<file path="config.mk">
export PLATFORM = sky130hd
export DESIGN_NAME = blackbox_check_sequencer
export DESIGN_NICKNAME = d
export VERILOG_FILES = /design/src/rtl/blackbox_check_sequencer_pkg.sv /design/src/rtl/blackbox_check_sequencer_expect_delay_line.sv /design/src/rtl/blackbox_check_sequencer.sv
export SDC_FILE = /design/constraint.sdc
export NUM_CORES = 1
export LEC_CHECK = 0
export BUFFER_PORTS_ARGS = -buffer_cell sky130_fd_sc_hd__buf_2
export CAP_MARGIN = 25
export CORE_MARGIN = 5
export CORE_UTILIZATION = 49
export CTS_CLUSTER_SIZE = 28
export DETAILED_ROUTE_END_ITERATION = 8
export PLACE_DENSITY = 0.8
export SLEW_MARGIN = 0
export SYNTH_ARGS = -nofsm -noshare
export SYNTH_HDL_FRONTEND = slang
export SYNTH_HIERARCHICAL = 1
export SYNTH_SLANG_ARGS = --single-unit
</file>
<file path="constraint.sdc">
create_clock -name clock -period 1.78 [get_ports clock]
set_clock_uncertainty 0.15 [all_clocks]
set_input_delay 0.267 -clock clock [delete_from_list [all_inputs] [get_ports clock]]
set_output_delay 0.267 -clock clock [all_outputs]
set_load 0.02 [all_outputs]
</file>
<file path="src/rtl/blackbox_check_sequencer_pkg.sv">
// Shared types for the black-box check sequencer: FSM states and the
// expected-response helper.
package check_seq_pkg;

    typedef enum logic [1:0] {
        IDLE,
        RUN,
        DRAIN,
        DONE
    } seq_state_e;

    // Expected DUT output bit for one stimulus bit (inverter or pass-through).
    function automatic logic expected_bit(input logic stim_bit, input logic invert);
        return stim_bit ^ invert;
    endfunction

endpackage

</file>
<file path="src/rtl/blackbox_check_sequencer_expect_delay_line.sv">
// LATENCY-stage shift register carrying {valid, expected, index} alongside
// the DUT pipeline; LATENCY==0 is a pure pass-through.
module expect_delay_line #(
    parameter int WIDTH   = 8,
    parameter int IDX_W   = 4,
    parameter int LATENCY = 1
) (
    input  logic             clock,
    input  logic             reset,
    input  logic             in_valid,
    input  logic [WIDTH-1:0] in_exp,
    input  logic [IDX_W-1:0] in_idx,
    output logic             out_valid,
    output logic [WIDTH-1:0] out_exp,
    output logic [IDX_W-1:0] out_idx
);

    generate
        if (LATENCY == 0) begin : g_bypass
            logic bypass_unused;
            assign bypass_unused = &{1'b0, clock, reset};

            assign out_valid = in_valid;
            assign out_exp   = in_exp;
            assign out_idx   = in_idx;
        end else begin : g_pipe
            logic [LATENCY-1:0]            valid_q;
            logic [LATENCY-1:0][WIDTH-1:0] exp_q;
            logic [LATENCY-1:0][IDX_W-1:0] idx_q;

            always_ff @(posedge clock or negedge reset) begin
                if (!reset) begin
                    valid_q <= '0;
                    exp_q   <= '0;
                    idx_q   <= '0;
                end else begin
                    valid_q[0] <= in_valid;
                    exp_q[0]   <= in_exp;
                    idx_q[0]   <= in_idx;
                    for (int unsigned i = 1; i < LATENCY; i++) begin
                        valid_q[i] <= valid_q[i-1];
                        exp_q[i]   <= exp_q[i-1];
                        idx_q[i]   <= idx_q[i-1];
                    end
                end
            end

            assign out_valid = valid_q[LATENCY-1];
            assign out_exp   = exp_q[LATENCY-1];
            assign out_idx   = idx_q[LATENCY-1];
        end
    endgenerate

endmodule

</file>
<file path="src/rtl/blackbox_check_sequencer.sv">
// Stimulus/response checker wrapped around a black-box inverter DUT.
// Define SEQ_ASSERT_EN for simulation-only mismatch $fatal and PASS/FAIL prints.
module blackbox_check_sequencer
    import check_seq_pkg::*;
#(
    parameter int               WIDTH   = 8,
    parameter int               NUM_VEC = 16,
    parameter int               LATENCY = 1,
    parameter logic [WIDTH-1:0] SEED    = '0,
    parameter int               INVERT  = 1,
    localparam int              CNT_W   = $clog2(NUM_VEC + 1),
    localparam int              IDX_W   = (NUM_VEC > 1) ? $clog2(NUM_VEC) : 1
) (
    input  logic             clock,
    input  logic             reset,
    input  logic             start,
    output logic [WIDTH-1:0] dut_in,
    input  logic [WIDTH-1:0] dut_out,
    output logic             busy,
    output logic             done,
    output logic             pass,
    output logic [CNT_W-1:0] err_count,
    output logic             fail_valid,
    output logic [IDX_W-1:0] fail_index,
    output logic             finish
);

    localparam logic             INV_BIT  = (INVERT != 0);
    localparam logic [IDX_W-1:0] LAST_IDX = IDX_W'(NUM_VEC - 1);
    localparam logic [CNT_W-1:0] ERR_MAX  = CNT_W'(NUM_VEC);

    seq_state_e       state_q, state_d;
    logic [IDX_W-1:0] idx_q;
    logic [WIDTH-1:0] stim_q;
    logic [CNT_W-1:0] err_q;
    logic             fail_valid_q;
    logic [IDX_W-1:0] fail_index_q;
    logic             finish_q;

    logic [WIDTH-1:0] issue_exp;
    logic             issue_valid;
    logic             chk_valid;
    logic [WIDTH-1:0] chk_exp;
    logic [IDX_W-1:0] chk_idx;
    logic             mismatch;
    logic             last_check;
    logic             start_ok;

    always_comb begin
        issue_exp = '0;
        for (int unsigned i = 0; i < WIDTH; i++) begin
            issue_exp[i] = expected_bit(stim_q[i], INV_BIT);
        end
    end

    assign issue_valid = (state_q == RUN);

    expect_delay_line #(
        .WIDTH   (WIDTH),
        .IDX_W   (IDX_W),
        .LATENCY (LATENCY)
    ) u_delay (
        .clock     (clock),
        .reset     (reset),
        .in_valid  (issue_valid),
        .in_exp    (issue_exp),
        .in_idx    (idx_q),
        .out_valid (chk_valid),
        .out_exp   (chk_exp),
        .out_idx   (chk_idx)
    );

    assign mismatch   = chk_valid && (dut_out != chk_exp);
    assign last_check = chk_valid && (chk_idx == LAST_IDX);
    assign start_ok   = start && ((state_q == IDLE) || (state_q == DONE));

    always_comb begin
        state_d = state_q;
        unique case (state_q)
            IDLE:  if (start) state_d = RUN;
            RUN:   if (idx_q == LAST_IDX) state_d = (LATENCY == 0) ? DONE : DRAIN;
            DRAIN: if (last_check) state_d = DONE;
            DONE:  if (start) state_d = RUN;
            default: state_d = IDLE;
        endcase
    end

    always_ff @(posedge clock or negedge reset) begin
        if (!reset) begin
            state_q      <= IDLE;
            idx_q        <= '0;
            stim_q       <= '0;
            err_q        <= '0;
            fail_valid_q <= 1'b0;
            fail_index_q <= '0;
            finish_q     <= 1'b0;
        end else begin
            state_q  <= state_d;
            finish_q <= (state_d == DONE) && (state_q != DONE);
            if (start_ok) begin
                idx_q        <= '0;
                stim_q       <= SEED;
                err_q        <= '0;
                fail_valid_q <= 1'b0;
                fail_index_q <= '0;
            end else begin
                // Vector 0 was loaded on the start edge; later vectors step by one.
                if ((state_q == RUN) && (idx_q != LAST_IDX)) begin
                    idx_q  <= idx_q + IDX_W'(1);
                    stim_q <= stim_q + WIDTH'(1);
                end
                if (mismatch) begin
                    if (err_q != ERR_MAX) err_q <= err_q + CNT_W'(1);
                    if (!fail_valid_q) begin
                        fail_valid_q <= 1'b1;
                        fail_index_q <= chk_idx;
                    end
                end
            end
        end
    end

    assign dut_in     = stim_q;
    assign busy       = (state_q == RUN) || (state_q == DRAIN);
    assign done       = (state_q == DONE);
    assign pass       = (state_q == DONE) && (err_q == '0);
    assign err_count  = err_q;
    assign fail_valid = fail_valid_q;
    assign fail_index = fail_index_q;
    assign finish     = finish_q;

`ifdef SEQ_ASSERT_EN
`ifndef SYNTHESIS
    always_ff @(posedge clock) begin
        if (reset && mismatch) begin
            $display("blackbox_check_sequencer mismatch idx=%d exp=%h got=%h",
                     chk_idx, chk_exp, dut_out);
            $fatal(1);
        end
        if (reset && finish_q) begin
            $display("blackbox_check_sequencer %s err_count=%0d",
                     (err_q == '0) ? "PASS" : "FAIL", err_q);
        end
    end
`endif
`endif

endmodule
</file>
==> results.cfg <==
[critical_path]
crit_buf_inv = 1
worstPathCellList = ha_1, and4b_1, buf_2
end_kind = primary output
max_stage_delay_ns = 0.42
cp_data_required_time_ns = 1.36
crit_family = flip-flops
slowest_stage = dfrtp_1
cp-start-kind = register
worstSetupPathType = reg2out
worstPathArrival_ns = 1.31
path_max_fanout = 4

[clock_network]
numClockSinks = 38
cts_buffer_depth = 2
ctsRootBufferMaster = clkbuf_8
clock_latency_ns = 0.29
numCtsBuffers = 5
clkTransAtPathRegs_ns = 0.07
cts_tree = built
cts_max_level = 2

[synthesis]
synthAdderAreaFrac_pct = 4.80
syn_inst = 170
synth_warnings = 6
synth_cell_types = 31
yosys.area_share.simple_pct = 20.1
synth-seq-cells = 38
synth_compound_area_share_pct = 6.31
synth_area_per_cell_sq_um = 10.7
synth_top_family_by_area = simple AND/OR/NAND/NOR gates
synth.area.mux_share_pct = 4.94
synth-xor-area-share_pct = 7.69
ys_seq_area_share_pct = 52.2
syn_area_sq_mm = 0.00182
syn_nets = 188

[pwr]
p_seq_share_pct = 35.9
p_leak_nw = 1.08
p_int_mw = 2.16
p_per_area_mw_per_mm2 = 1460
pwr-share-clk_pct = 27.2
power_frac_comb_pct = 37.0
sw_frac_of_total_pct = 34.7
ir_worst_vdd_mv = 0.906
switching_power_mw = 1.15

[grt]
grt_pass1_wl_um = 5780
grt_use_met2_pct = 22.8
grt_pass1_vias = 1293
grt_max_degree = 22
grt_use_total_pct = 14.8
busiest_layer = met2
use_met3_pct = 3.98
antenna_found_initial = 0
grt-ovfl-total = 0
grt_use_met1_pct = 18.6

[placed_design]
port_buffers = 32
placed_cell_area_sq_mm = 0.00210
dpl.hpwl_um = 2590
place_ws_ns = 0.0748
place.gp.congestion = 0.737

[routing]
antenna_left = 0
via_count = 1333
drt_iter0_markers = 104
dr.pass1.iters = 4
drc_errors = 0
wire_per_inst_um = 12.9
drt-vias-per-instance = 5.01
routed_wirelength_um = 3420

[layout]
antennaDiodeCount = 0
synthToLayoutAreaGrowth_pct = 24.5
drive_gt1_share_pct = 26.1
final_nets = 235
design_area_sq_mm = 0.00227
fillers = 315

[timing]
worstMarginPinSlew_ns = 0.419
min_period_ns = 1.73
slew_violations = 0
period_share_pct = 97.0
finalHoldViolCount = 0
maxSlewHeadroom_pct = 71.9
grt_setup_unrepaired = yes
setup_ws_ns = 0.0526
setup_violations = 0
max_freq_mhz = 579
finalSetupTns_ns = 0

[floorplan]
dieArea_sq_mm = 0.00504
die_h_um = 71.0
core_sq_mm = 0.00363
start_util_pct = 50.2
core.rowCount = 22
io_pins = 33
die_w_um = 71.0

[status]
status = completed

[run]
maxCapViolCount = 0

[min_path]
min_path_type = in2reg
-- per-layer routing --
layer  vias to the layer above  part of all wire (%)
met1                       635                    44
met5                         -                     0
met4                         0                   1.5
li1                        665                     -
met3                         5                   6.2
met2                        28                    49
-- Yosys cell counts (all sizes together) --
master / n / area (sq um)
or3: 2 / 12.5
xor2: 10 / 87.6
nor2: 12 / 45.0
nand4b: 1 / 8.76
and4: 1 / 8.76
nand2: 20 / 75.1
and4b: 1 / 10.0
ha: 7 / 87.6
nand2b: 5 / 31.3
o21ai: 4 / 20.0
and3: 2 / 12.5
mux2i: 9 / 90.1
buf: 2 / 16.3
o21a: 2 / 15.0
nand4: 5 / 31.3
dfrtp: 38 / 951
or4bb: 1 / 11.3
a21boi: 1 / 7.51
clkbuf: 2 / 7.51
a211o: 1 / 8.76
xnor2: 6 / 52.6
a21oi: 12 / 63.8
inv: 13 / 48.8
and3b: 1 / 8.76
nor4: 2 / 42.5
nand3: 7 / 47.6
and2: 3 / 21.3
-- power groups by stage --
| stage | Combinational [mW] | Clock [mW] | Sequential (mW) |
|---|---|---|---|
| 6_report | 1.22 | 0.901 | 1.19 |
| 5_1_grt | 1.36 | 0.960 | 1.21 |
| 4_1_cts | 1.21 | 0.916 | 1.19 |
| 3_5_place_dp | 1.18 | 0 | 1.22 |
| 3_3_place_gp | 1.15 | 0 | 1.21 |
| 2_1_floorplan | 0.749 | 0 | 1.29 |
-- cells by family after synthesis --
group	Yosys count
muxes	9
DFF	38
and+or+nand+nor	63
adders and majority gates	7
buffers and inverters	17
xor gates and xnor gates	16
AOI/OAI and AO/OA	20
-- worst paths after layout --
path,depth (start not counted),slack [ns],start,to
max reg2reg,6,0.08,err_count[0],err_count[1]
min in group asynchronous,2,0.28,reset,err_count[0]
max in group asynchronous,3,0.76,reset,u_delay/out_valid
min,3,0.18,start,state_q[1]
max,3,0.05,state_q[1],pass
min reg2reg,1,0.31,dut_in[7],u_delay/out_exp[7]
-- cells in the final DEF, fill, tap and decap left out, types with 4 or more instances in the layout --
master     n
nor2_1    12
clkbuf_8   6
nand3_1    6
inv_1     13
buf_4     10
ha_1       6
buf_2     32
nand2b_1   5
nand2_1   20
xnor2_1    6
mux2i_1    9
xor2_1    10
a21oi_1   11
o21ai_0    4
nand4_1    5
dfrtp_1   38
-- flip-flops by register name, indices dropped and copies added, names as in the netlist, 2 cells and up --
name / cells
dut_in: 8
err_count: 5
fail_index: 4
idx_q: 4
state_q: 2
u_delay/out_exp: 8
u_delay/out_idx: 4
-- per-stage QoR --
stage / instances / util, % / power, mW / hold WS (ns)
final: 266 / 62.5 / 3.31 / 0.176
after global routing: 266 / 62.5 / 3.53 / 0.188
after CTS: 265 / 62.2 / 3.32 / 0.174
after detailed placement: 255 / 57.8 / 2.40 / 0.0720
after global placement: 255 / 57.8 / 2.36 / 0.0677
after floorplan: 170 / - / 2.03 / -0.179
-- worst min-delay path: cells and delay by family --
kind	cells	cell delay, ns
AO/OA/AOI/OAI	2	0.19
buffers and inverters	1	0.11
-- what timing repair did --
action                                  CTS  global route
endpoints found under the setup margin    1             5
hold endpoints to repair                 17             0
hold buffers                              1             0
buffers inserted                          1             1
pin swaps                                 0             0
resized for setup                         0             1
-- cell type report --
cell class                 instances  area, sq um  share of cell area [%]
sequential                        38          951                    41.9
multi-input combinational        115          802                    35.3
timing repair buffer              44          265                    11.7
clock buffer                       6         82.6                    3.64
clock inverter                     2         60.1                    2.65
tap                               48         60.1                    2.65
inverter                          13         48.8                    2.15
(Power assumes the default switching activity.)
